<file path="src/rtl/mem_arbiter_pkg.sv">
// Shared widths, request-flag encodings and arbiter state types for the
// two-port (instruction/data) memory arbiter.
package mem_arbiter_pkg;

    localparam int addrWidth = 32;
    localparam int dataWidth = 32;

    localparam logic [1:0] RW_NONE  = 2'b00;
    localparam logic [1:0] RW_READ  = 2'b01;
    localparam logic [1:0] RW_WRITE = 2'b10;

    typedef enum logic [1:0] {
        IDLE    = 2'd0,
        SERVE_I = 2'd1,
        SERVE_D = 2'd2
    } arb_state_e;

    typedef enum logic {
        PORT_I = 1'b0,
        PORT_D = 1'b1
    } port_e;

    function automatic logic is_read(input logic [1:0] flag);
        return (flag & RW_READ) != RW_NONE;
    endfunction

endpackage

</file>
<file path="src/rtl/mem_arbiter_if.sv">
// Bundle of the instruction port, data port and shared memory bus signals.
// The arbiter uses the slave view; the clients/memory model use the master view.
interface mem_arbiter_if import mem_arbiter_pkg::*; #(
    parameter int ADDR_W = addrWidth,
    parameter int DATA_W = dataWidth
);
    logic [1:0]        i_rw_flag;
    logic [ADDR_W-1:0] i_addr;
    logic [DATA_W-1:0] i_read_data;
    logic              i_busy;
    logic              i_done;

    logic [1:0]        d_rw_flag;
    logic [ADDR_W-1:0] d_addr;
    logic [DATA_W-1:0] d_write_data;
    logic [3:0]        d_write_mask;
    logic [DATA_W-1:0] d_read_data;
    logic              d_busy;
    logic              d_done;

    logic [1:0]        mem_rw_flag;
    logic [ADDR_W-1:0] mem_addr;
    logic [DATA_W-1:0] mem_write_data;
    logic [3:0]        mem_write_mask;
    logic [DATA_W-1:0] mem_read_data;
    logic              mem_busy;
    logic              mem_done;

    modport slave (
        input  i_rw_flag, i_addr,
        output i_read_data, i_busy, i_done,
        input  d_rw_flag, d_addr, d_write_data, d_write_mask,
        output d_read_data, d_busy, d_done,
        output mem_rw_flag, mem_addr, mem_write_data, mem_write_mask,
        input  mem_read_data, mem_busy, mem_done
    );

    modport master (
        output i_rw_flag, i_addr,
        input  i_read_data, i_busy, i_done,
        output d_rw_flag, d_addr, d_write_data, d_write_mask,
        input  d_read_data, d_busy, d_done,
        input  mem_rw_flag, mem_addr, mem_write_data, mem_write_mask,
        output mem_read_data, mem_busy, mem_done
    );

endinterface

</file>
<file path="src/rtl/mem_arbiter_port.sv">
// One client port: captures a request when idle, holds it pending until the
// arbiter reports completion, then registers read data and a one-cycle done.
module mem_arb_port import mem_arbiter_pkg::*; #(
    parameter int ADDR_W = addrWidth,
    parameter int DATA_W = dataWidth
) (
    input  logic              clk,
    input  logic              rst,
    input  logic [1:0]        req_flag_i,
    input  logic [ADDR_W-1:0] req_addr_i,
    input  logic [DATA_W-1:0] req_wdata_i,
    input  logic [3:0]        req_mask_i,
    input  logic              done_i,
    input  logic [DATA_W-1:0] mem_rdata_i,
    output logic              pending_o,
    output logic [1:0]        flag_o,
    output logic [ADDR_W-1:0] addr_o,
    output logic [DATA_W-1:0] wdata_o,
    output logic [3:0]        mask_o,
    output logic [DATA_W-1:0] rdata_o,
    output logic              done_o
);
    logic              pend_q, pend_d;
    logic              done_q, done_d;
    logic [DATA_W-1:0] rdata_q, rdata_d;
    logic [1:0]        flag_q;
    logic [ADDR_W-1:0] addr_q;
    logic [DATA_W-1:0] wdata_q;
    logic [3:0]        mask_q;
    logic              capture;

    assign capture = !pend_q && (req_flag_i != RW_NONE);

    always_comb begin
        pend_d  = pend_q;
        done_d  = 1'b0;
        rdata_d = rdata_q;
        if (done_i) begin
            pend_d = 1'b0;
            done_d = 1'b1;
            if (is_read(flag_q)) rdata_d = mem_rdata_i;
        end else if (capture) begin
            pend_d = 1'b1;
        end
    end

    always_ff @(posedge clk or negedge rst) begin
        if (!rst) begin
            pend_q  <= 1'b0;
            done_q  <= 1'b0;
            rdata_q <= '0;
        end else begin
            pend_q  <= pend_d;
            done_q  <= done_d;
            rdata_q <= rdata_d;
        end
    end

    // Payload is only consumed while pending, so it needs no reset.
    always_ff @(posedge clk) begin
        if (capture) begin
            flag_q  <= req_flag_i;
            addr_q  <= req_addr_i;
            wdata_q <= req_wdata_i;
            mask_q  <= req_mask_i;
        end
    end

    assign pending_o = pend_q;
    assign flag_o    = flag_q;
    assign addr_o    = addr_q;
    assign wdata_o   = wdata_q;
    assign mask_o    = mask_q;
    assign rdata_o   = rdata_q;
    assign done_o    = done_q;

endmodule

</file>
<file path="src/rtl/mem_arbiter.sv">
// Round-robin arbiter sharing one memory bus between an instruction-fetch
// port (read only) and a data port; all outputs are registered.
module mem_arbiter import mem_arbiter_pkg::*; #(
    parameter int ADDR_W = addrWidth,
    parameter int DATA_W = dataWidth
) (
    input logic          clk,
    input logic          rst,
    mem_arbiter_if.slave bus
);
    logic              i_pend, d_pend, i_evt, d_evt, grant_i;
    logic [1:0]        i_req, i_flag, d_flag;
    logic [ADDR_W-1:0] i_addr, d_addr;
    logic [DATA_W-1:0] i_wdata, d_wdata;
    logic [3:0]        i_mask, d_mask;

    arb_state_e        state_q;
    port_e             last_q;
    logic [1:0]        mem_rw_q;
    logic [ADDR_W-1:0] mem_addr_q;
    logic [DATA_W-1:0] mem_wdata_q;
    logic [3:0]        mem_mask_q;

    // The fetch port has no write capability: its write bit is dropped.
    assign i_req = bus.i_rw_flag & ~RW_WRITE;

    assign i_evt   = (state_q == SERVE_I) && bus.mem_done;
    assign d_evt   = (state_q == SERVE_D) && bus.mem_done;
    assign grant_i = i_pend && (!d_pend || (last_q == PORT_D));

    mem_arb_port #(.ADDR_W(ADDR_W), .DATA_W(DATA_W)) u_port_i (
        .clk(clk), .rst(rst),
        .req_flag_i(i_req), .req_addr_i(bus.i_addr),
        .req_wdata_i('0), .req_mask_i('0),
        .done_i(i_evt), .mem_rdata_i(bus.mem_read_data),
        .pending_o(i_pend), .flag_o(i_flag), .addr_o(i_addr),
        .wdata_o(i_wdata), .mask_o(i_mask),
        .rdata_o(bus.i_read_data), .done_o(bus.i_done)
    );

    mem_arb_port #(.ADDR_W(ADDR_W), .DATA_W(DATA_W)) u_port_d (
        .clk(clk), .rst(rst),
        .req_flag_i(bus.d_rw_flag), .req_addr_i(bus.d_addr),
        .req_wdata_i(bus.d_write_data), .req_mask_i(bus.d_write_mask),
        .done_i(d_evt), .mem_rdata_i(bus.mem_read_data),
        .pending_o(d_pend), .flag_o(d_flag), .addr_o(d_addr),
        .wdata_o(d_wdata), .mask_o(d_mask),
        .rdata_o(bus.d_read_data), .done_o(bus.d_done)
    );

    always_ff @(posedge clk or negedge rst) begin
        if (!rst) begin
            state_q     <= IDLE;
            last_q      <= PORT_D;
            mem_rw_q    <= RW_NONE;
            mem_addr_q  <= '0;
            mem_wdata_q <= '0;
            mem_mask_q  <= '0;
        end else begin
            mem_rw_q <= RW_NONE;
            case (state_q)
                IDLE: begin
                    if (!bus.mem_busy && (i_pend || d_pend)) begin
                        if (grant_i) begin
                            mem_rw_q    <= i_flag;
                            mem_addr_q  <= i_addr;
                            mem_wdata_q <= i_wdata;
                            mem_mask_q  <= i_mask;
                            state_q     <= SERVE_I;
                        end else begin
                            mem_rw_q    <= d_flag;
                            mem_addr_q  <= d_addr;
                            mem_wdata_q <= d_wdata;
                            mem_mask_q  <= d_mask;
                            state_q     <= SERVE_D;
                        end
                    end
                end
                SERVE_I: begin
                    if (bus.mem_done) begin
                        last_q  <= PORT_I;
                        state_q <= IDLE;
                    end
                end
                SERVE_D: begin
                    if (bus.mem_done) begin
                        last_q  <= PORT_D;
                        state_q <= IDLE;
                    end
                end
                default: state_q <= IDLE;
            endcase
        end
    end

    assign bus.i_busy         = i_pend;
    assign bus.d_busy         = d_pend;
    assign bus.mem_rw_flag    = mem_rw_q;
    assign bus.mem_addr       = mem_addr_q;
    assign bus.mem_write_data = mem_wdata_q;
    assign bus.mem_write_mask = mem_mask_q;

endmodule

</file>
<file path="src/flat_wrapper.sv">
// flat-port wrapper written by rule: the top's interface ports become plain ports
module mem_arbiter_flat import mem_arbiter_pkg::*;
#(
    parameter int ADDR_W = addrWidth,
    parameter int DATA_W = dataWidth
)
  (clk, rst, bus_i_rw_flag, bus_i_addr, bus_i_read_data, bus_i_busy, bus_i_done, bus_d_rw_flag, bus_d_addr, bus_d_write_data, bus_d_write_mask, bus_d_read_data, bus_d_busy, bus_d_done, bus_mem_rw_flag, bus_mem_addr, bus_mem_write_data, bus_mem_write_mask, bus_mem_read_data, bus_mem_busy, bus_mem_done);
  mem_arbiter_if #(.ADDR_W(ADDR_W), .DATA_W(DATA_W)) bus_i ();
  input logic clk;
  input logic rst;
  input wire logic [$bits(bus_i.i_rw_flag)-1:0] bus_i_rw_flag;
  input wire logic [$bits(bus_i.i_addr)-1:0] bus_i_addr;
  output wire logic [$bits(bus_i.i_read_data)-1:0] bus_i_read_data;
  output wire logic [$bits(bus_i.i_busy)-1:0] bus_i_busy;
  output wire logic [$bits(bus_i.i_done)-1:0] bus_i_done;
  input wire logic [$bits(bus_i.d_rw_flag)-1:0] bus_d_rw_flag;
  input wire logic [$bits(bus_i.d_addr)-1:0] bus_d_addr;
  input wire logic [$bits(bus_i.d_write_data)-1:0] bus_d_write_data;
  input wire logic [$bits(bus_i.d_write_mask)-1:0] bus_d_write_mask;
  output wire logic [$bits(bus_i.d_read_data)-1:0] bus_d_read_data;
  output wire logic [$bits(bus_i.d_busy)-1:0] bus_d_busy;
  output wire logic [$bits(bus_i.d_done)-1:0] bus_d_done;
  output wire logic [$bits(bus_i.mem_rw_flag)-1:0] bus_mem_rw_flag;
  output wire logic [$bits(bus_i.mem_addr)-1:0] bus_mem_addr;
  output wire logic [$bits(bus_i.mem_write_data)-1:0] bus_mem_write_data;
  output wire logic [$bits(bus_i.mem_write_mask)-1:0] bus_mem_write_mask;
  input wire logic [$bits(bus_i.mem_read_data)-1:0] bus_mem_read_data;
  input wire logic [$bits(bus_i.mem_busy)-1:0] bus_mem_busy;
  input wire logic [$bits(bus_i.mem_done)-1:0] bus_mem_done;
  assign bus_i.i_rw_flag = bus_i_rw_flag;
  assign bus_i.i_addr = bus_i_addr;
  assign bus_i_read_data = bus_i.i_read_data;
  assign bus_i_busy = bus_i.i_busy;
  assign bus_i_done = bus_i.i_done;
  assign bus_i.d_rw_flag = bus_d_rw_flag;
  assign bus_i.d_addr = bus_d_addr;
  assign bus_i.d_write_data = bus_d_write_data;
  assign bus_i.d_write_mask = bus_d_write_mask;
  assign bus_d_read_data = bus_i.d_read_data;
  assign bus_d_busy = bus_i.d_busy;
  assign bus_d_done = bus_i.d_done;
  assign bus_mem_rw_flag = bus_i.mem_rw_flag;
  assign bus_mem_addr = bus_i.mem_addr;
  assign bus_mem_write_data = bus_i.mem_write_data;
  assign bus_mem_write_mask = bus_i.mem_write_mask;
  assign bus_i.mem_read_data = bus_mem_read_data;
  assign bus_i.mem_busy = bus_mem_busy;
  assign bus_i.mem_done = bus_mem_done;
  mem_arbiter #(.ADDR_W(ADDR_W), .DATA_W(DATA_W)) u_core (.clk(clk), .rst(rst), .bus(bus_i));
endmodule
</file>
<file path="config.mk">
export PLATFORM = sky130hd
export DESIGN_NAME = mem_arbiter_flat
export DESIGN_NICKNAME = d
export VERILOG_FILES = /design/src/rtl/mem_arbiter_pkg.sv /design/src/rtl/mem_arbiter_if.sv /design/src/rtl/mem_arbiter_port.sv /design/src/rtl/mem_arbiter.sv /design/src/flat_wrapper.sv
export SDC_FILE = /design/constraint.sdc
export NUM_CORES = 1
export LEC_CHECK = 0
export BUFFER_PORTS_ARGS = -buffer_cell sky130_fd_sc_hd__buf_2
export CORE_ASPECT_RATIO = 0.9
export CORE_MARGIN = 2
export CORE_UTILIZATION = 39
export DETAILED_ROUTE_END_ITERATION = 10
export GPL_TIMING_DRIVEN = 1
export HOLD_SLACK_MARGIN = 0.08
export PLACE_DENSITY_LB_ADDON = 0.08
export SETUP_SLACK_MARGIN = 0.3
export SLEW_MARGIN = 0
export SYNTH_ARGS = -nofsm -noshare
export SYNTH_HDL_FRONTEND = slang
export SYNTH_SLANG_ARGS = --single-unit
</file>
<file path="constraint.sdc">
create_clock -name clk -period 12.65 [get_ports clk]
set_clock_uncertainty 0.2 [all_clocks]
set_input_delay 2.53 -clock clk [delete_from_list [all_inputs] [get_ports clk]]
set_output_delay 2.53 -clock clk [all_outputs]
set_load 0.05 [all_outputs]
</file>
==> impl_metrics.csv <==
group,metric,value,unit
yosys,async_flop_share,57.8,%
routing,ant_nets,0,
global_routing,antenna_found_initial,3,
yosys,synth_xor_area_share,0,%
yosys,synth_top_area_share,39.9,%
yosys,seq_area_frac_synth,75.4,%
timing,setup_viol,0,
global_routing,grt_overflow_total,0,
clock_network,hold_buffers,0,
clock_network,clock_latency,0.52,ns
yosys,synth_cell_types,31,
critical_path,worstPathRequired,9.92,ns
timing,period_minus_slack,4.43,ns
global_routing,track_usage,17.8,%
routing,firstDrtPassIters,5,
timing,worst_pin_slew,1.08,ns
yosys,ys.flop_type,"dfrtp_1",
clock_network,cts_buffer_depth,3,
yosys,synth_top_area_cell,"dfrtp_1",
global_routing,grt_max_degree,74,
critical_path,worst_setup_path_start_kind,"flop",
place,place_inst,1059,
place,dp_slack,7.95,ns
place,gp_congestion,0.740,
yosys,netlist_area,8780,um^2
critical_path,criticalPathCategory,"reg -> out",
routing,routed_wirelength,21600,um
timing,finalSetupTns,0,ns
global_routing,grt_pass1_wl,33300,um
routing,viasPerCell,5.12,
yosys,yosysMostFrequentCell,"dfrtp_1",
worst_hold_path,hold_class,"reg -> reg",
yosys,synth-compound-area-share,12.5,%
outcome,status,"completed",
die,boundaryPins,278,
die,die_area,23700,um^2
yosys,syn_area_per_cell,17.1,um^2
clock_network,clock-sinks,244,
place,portBuffers,276,
pwr,p_leak,4.94,nW
global_routing,first_global_vias,5887,
yosys,synth_nets,657,
yosys,synth_common_cells,"140 x dfrtp_1, 103 x edfxtp_1, 64 x mux2_2",
yosys,synth_mux_area_share,8.21,%
clock_network,cts_setup_buffers,0,
die,die_h,146,um
critical_path,critical_path_arrival,1.70,ns
yosys,ys_warn_count,0,
yosys,synth_edf_count,103,
pwr,p_per_area,305,nW/um^2
pwr,irDropWorstVdd,0.144,mV
cells_and_area,layout-drive-gt1-share,49.1,%
timing,drv_slew,0,
place,detailed_place.area,10500,um^2
yosys,synthTopCellsByArea,"dfrtp_1 40%, edfxtp_1 35%, mux2_2 8.2%, a22o_1 3.6%, a2bb2oi_1 3.2%",
die,core,22300,um^2
cells_and_area,final_util,50.7,%
yosys,synth_fa_ha_area_share,0.427,%
timing,finalCritPeriodShare,35.0,%
die,die_w,162,um
timing,slew_headroom,28.0,%
routing,wire_per_inst,19.5,um
die,rows,52,
yosys,synth_seq_cells,244,
clock_network,h-tree-depth,1,
routing,drtIter0Drc,254,
timing,finalWorstSetupSlack,8.22,ns
flow_run,drv_cap,0,
timing,grt_setup_unrepaired,"no",
timing,max_freq,226,MHz
cells_and_area,final_area,11300,um^2
cells_and_area,nets,933,
clock_network,clock-root-buffer,"clkbuf_16",
clock_network,cts_made_buffers,26,
critical_path,worstPathMaxFanout,41,
clock_network,clk_pin_slew,0.06,ns
die,start_util,39.4,%
pwr,power,3.45,mW
routing,vias,5668,
yosys,synth_top_family_by_area,"compound AO/OA/AOI/OAI gates",
place,dp_hpwl,13600,um
critical_path,end_kind,"output pin",
cells_and_area,area_growth,28.8,%
clock_network,tritoncts,"done",
yosys,synth-simple-area-share,1.20,%
routing,drc,0,
timing,hold_violations,0,
cells_and_area,stdcell_count,1108,
clock_network,cts.repair.resized,0,
timing,whs,0.242,ns
yosys,syn_inst,514,
## cells in the final DEF (no fill, tap or decap), types with 10 or more instances in the layout
master     netlist  layout
buf_2           13     275
dfrtp_1        140     139
edfxtp_1       103     103
mux2_2          64      64
a22o_1          36      36
o21ai_0         33      33
a311oi_1        32      32
a2bb2oi_1       32      32
clkbuf_16        0      27
buf_4            3      10
## state kept, by name, indices dropped and copies added (netlist names)
signal / cells
u_core.u_port_d.flag_o: 2
u_core.state_q: 2
u_core.u_port_d.rdata_o: 32
u_core.bus.mem_write_data: 32
u_core.u_port_i.done_o: 1
u_core.u_port_d.done_o: 1
u_core.u_port_d.addr_o: 32
u_core.u_port_d.pending_o: 1
u_core.bus.mem_rw_flag: 2
u_core.bus.mem_write_mask: 4
u_core.u_port_i.flag_o: 1
u_core.bus.mem_addr: 32
u_core.u_port_d.mask_o: 4
u_core.u_port_i.addr_o: 32
u_core.u_port_i.pending_o: 1
u_core.u_port_d.wdata_o: 32
u_core.u_port_i.rdata_o: 32
u_core.last_q: 1
## worst max-delay path, stage by stage, from the launching register on
cell and delay (ns):
dfrtp_2 0.34, buf_4 0.45, buf_2 0.37
## path summary, 6_finish.rpt
| check | startpoint | endpoint | slack [ns] | depth (start not counted) |
|---|---|---|---|---|
| max in group asynchronous | rst | u_core.u_port_i.rdata_o[28]$_DFFE_PN0P_ | 8.98 | 2 |
| min in group asynchronous | rst | u_core.u_port_d.rdata_o[21]$_DFFE_PN0P_ | 1.81 | 1 |
| min reg2reg | u_core.u_port_d.flag_o[1]$_DFFE_PP_ | u_core.bus.mem_rw_flag[1]$_DFF_PN0_ | 0.24 | 1 |
| max reg2reg | u_core.u_port_i.pending_o$_DFFE_PN0P_ | u_core.bus.mem_write_data[17]$_DFFE_PN0P_ | 10.06 | 5 |
| min | u_core.u_port_d.flag_o[1]$_DFFE_PP_ | u_core.bus.mem_rw_flag[1]$_DFF_PN0_ | 0.24 | 1 |
| max | u_core.u_port_i.pending_o$_DFFE_PN0P_ | bus_i_busy | 8.22 | 2 |
## layout make-up
| class | instances | area [um^2] |
|---|---|---|
| inverters | 4 | 15.0 |
| repair buffers | 286 | 1460 |
| well taps | 297 | 372 |
| clock inverters | 10 | 72.6 |
| clock buffers | 37 | 763 |
| fillers | 1906 | 11000 |
| multi-input cells | 228 | 1990 |
| flip-flops and latches | 244 | 6620 |
| diodes | 2 | 5.00 |
## where the power goes
group,total [mW],internal (mW),switching (mW)
sequential,1.21,1.09,0.119
clock,0.733,0.437,0.296
combinational,1.51,0.386,1.12
## routing by layer
metal	GRT usage [%]	vias up	part of all wire [%]
li1	-	2553	-
met1	24.5	2833	44
met2	28.5	232	46
met3	4.40	48	7.1
met4	4.91	2	3.0
met5	0	-	0.032
## cell families after synthesis
family	after synthesis
adder cells (fa/ha/maj)	3
AO/OA/AOI/OAI	140
buffers and inverters	42
AND/OR/NAND/NOR	21
multiplexers	64
flip-flops	244
Note: power is estimated with default switching activity, not from simulation.
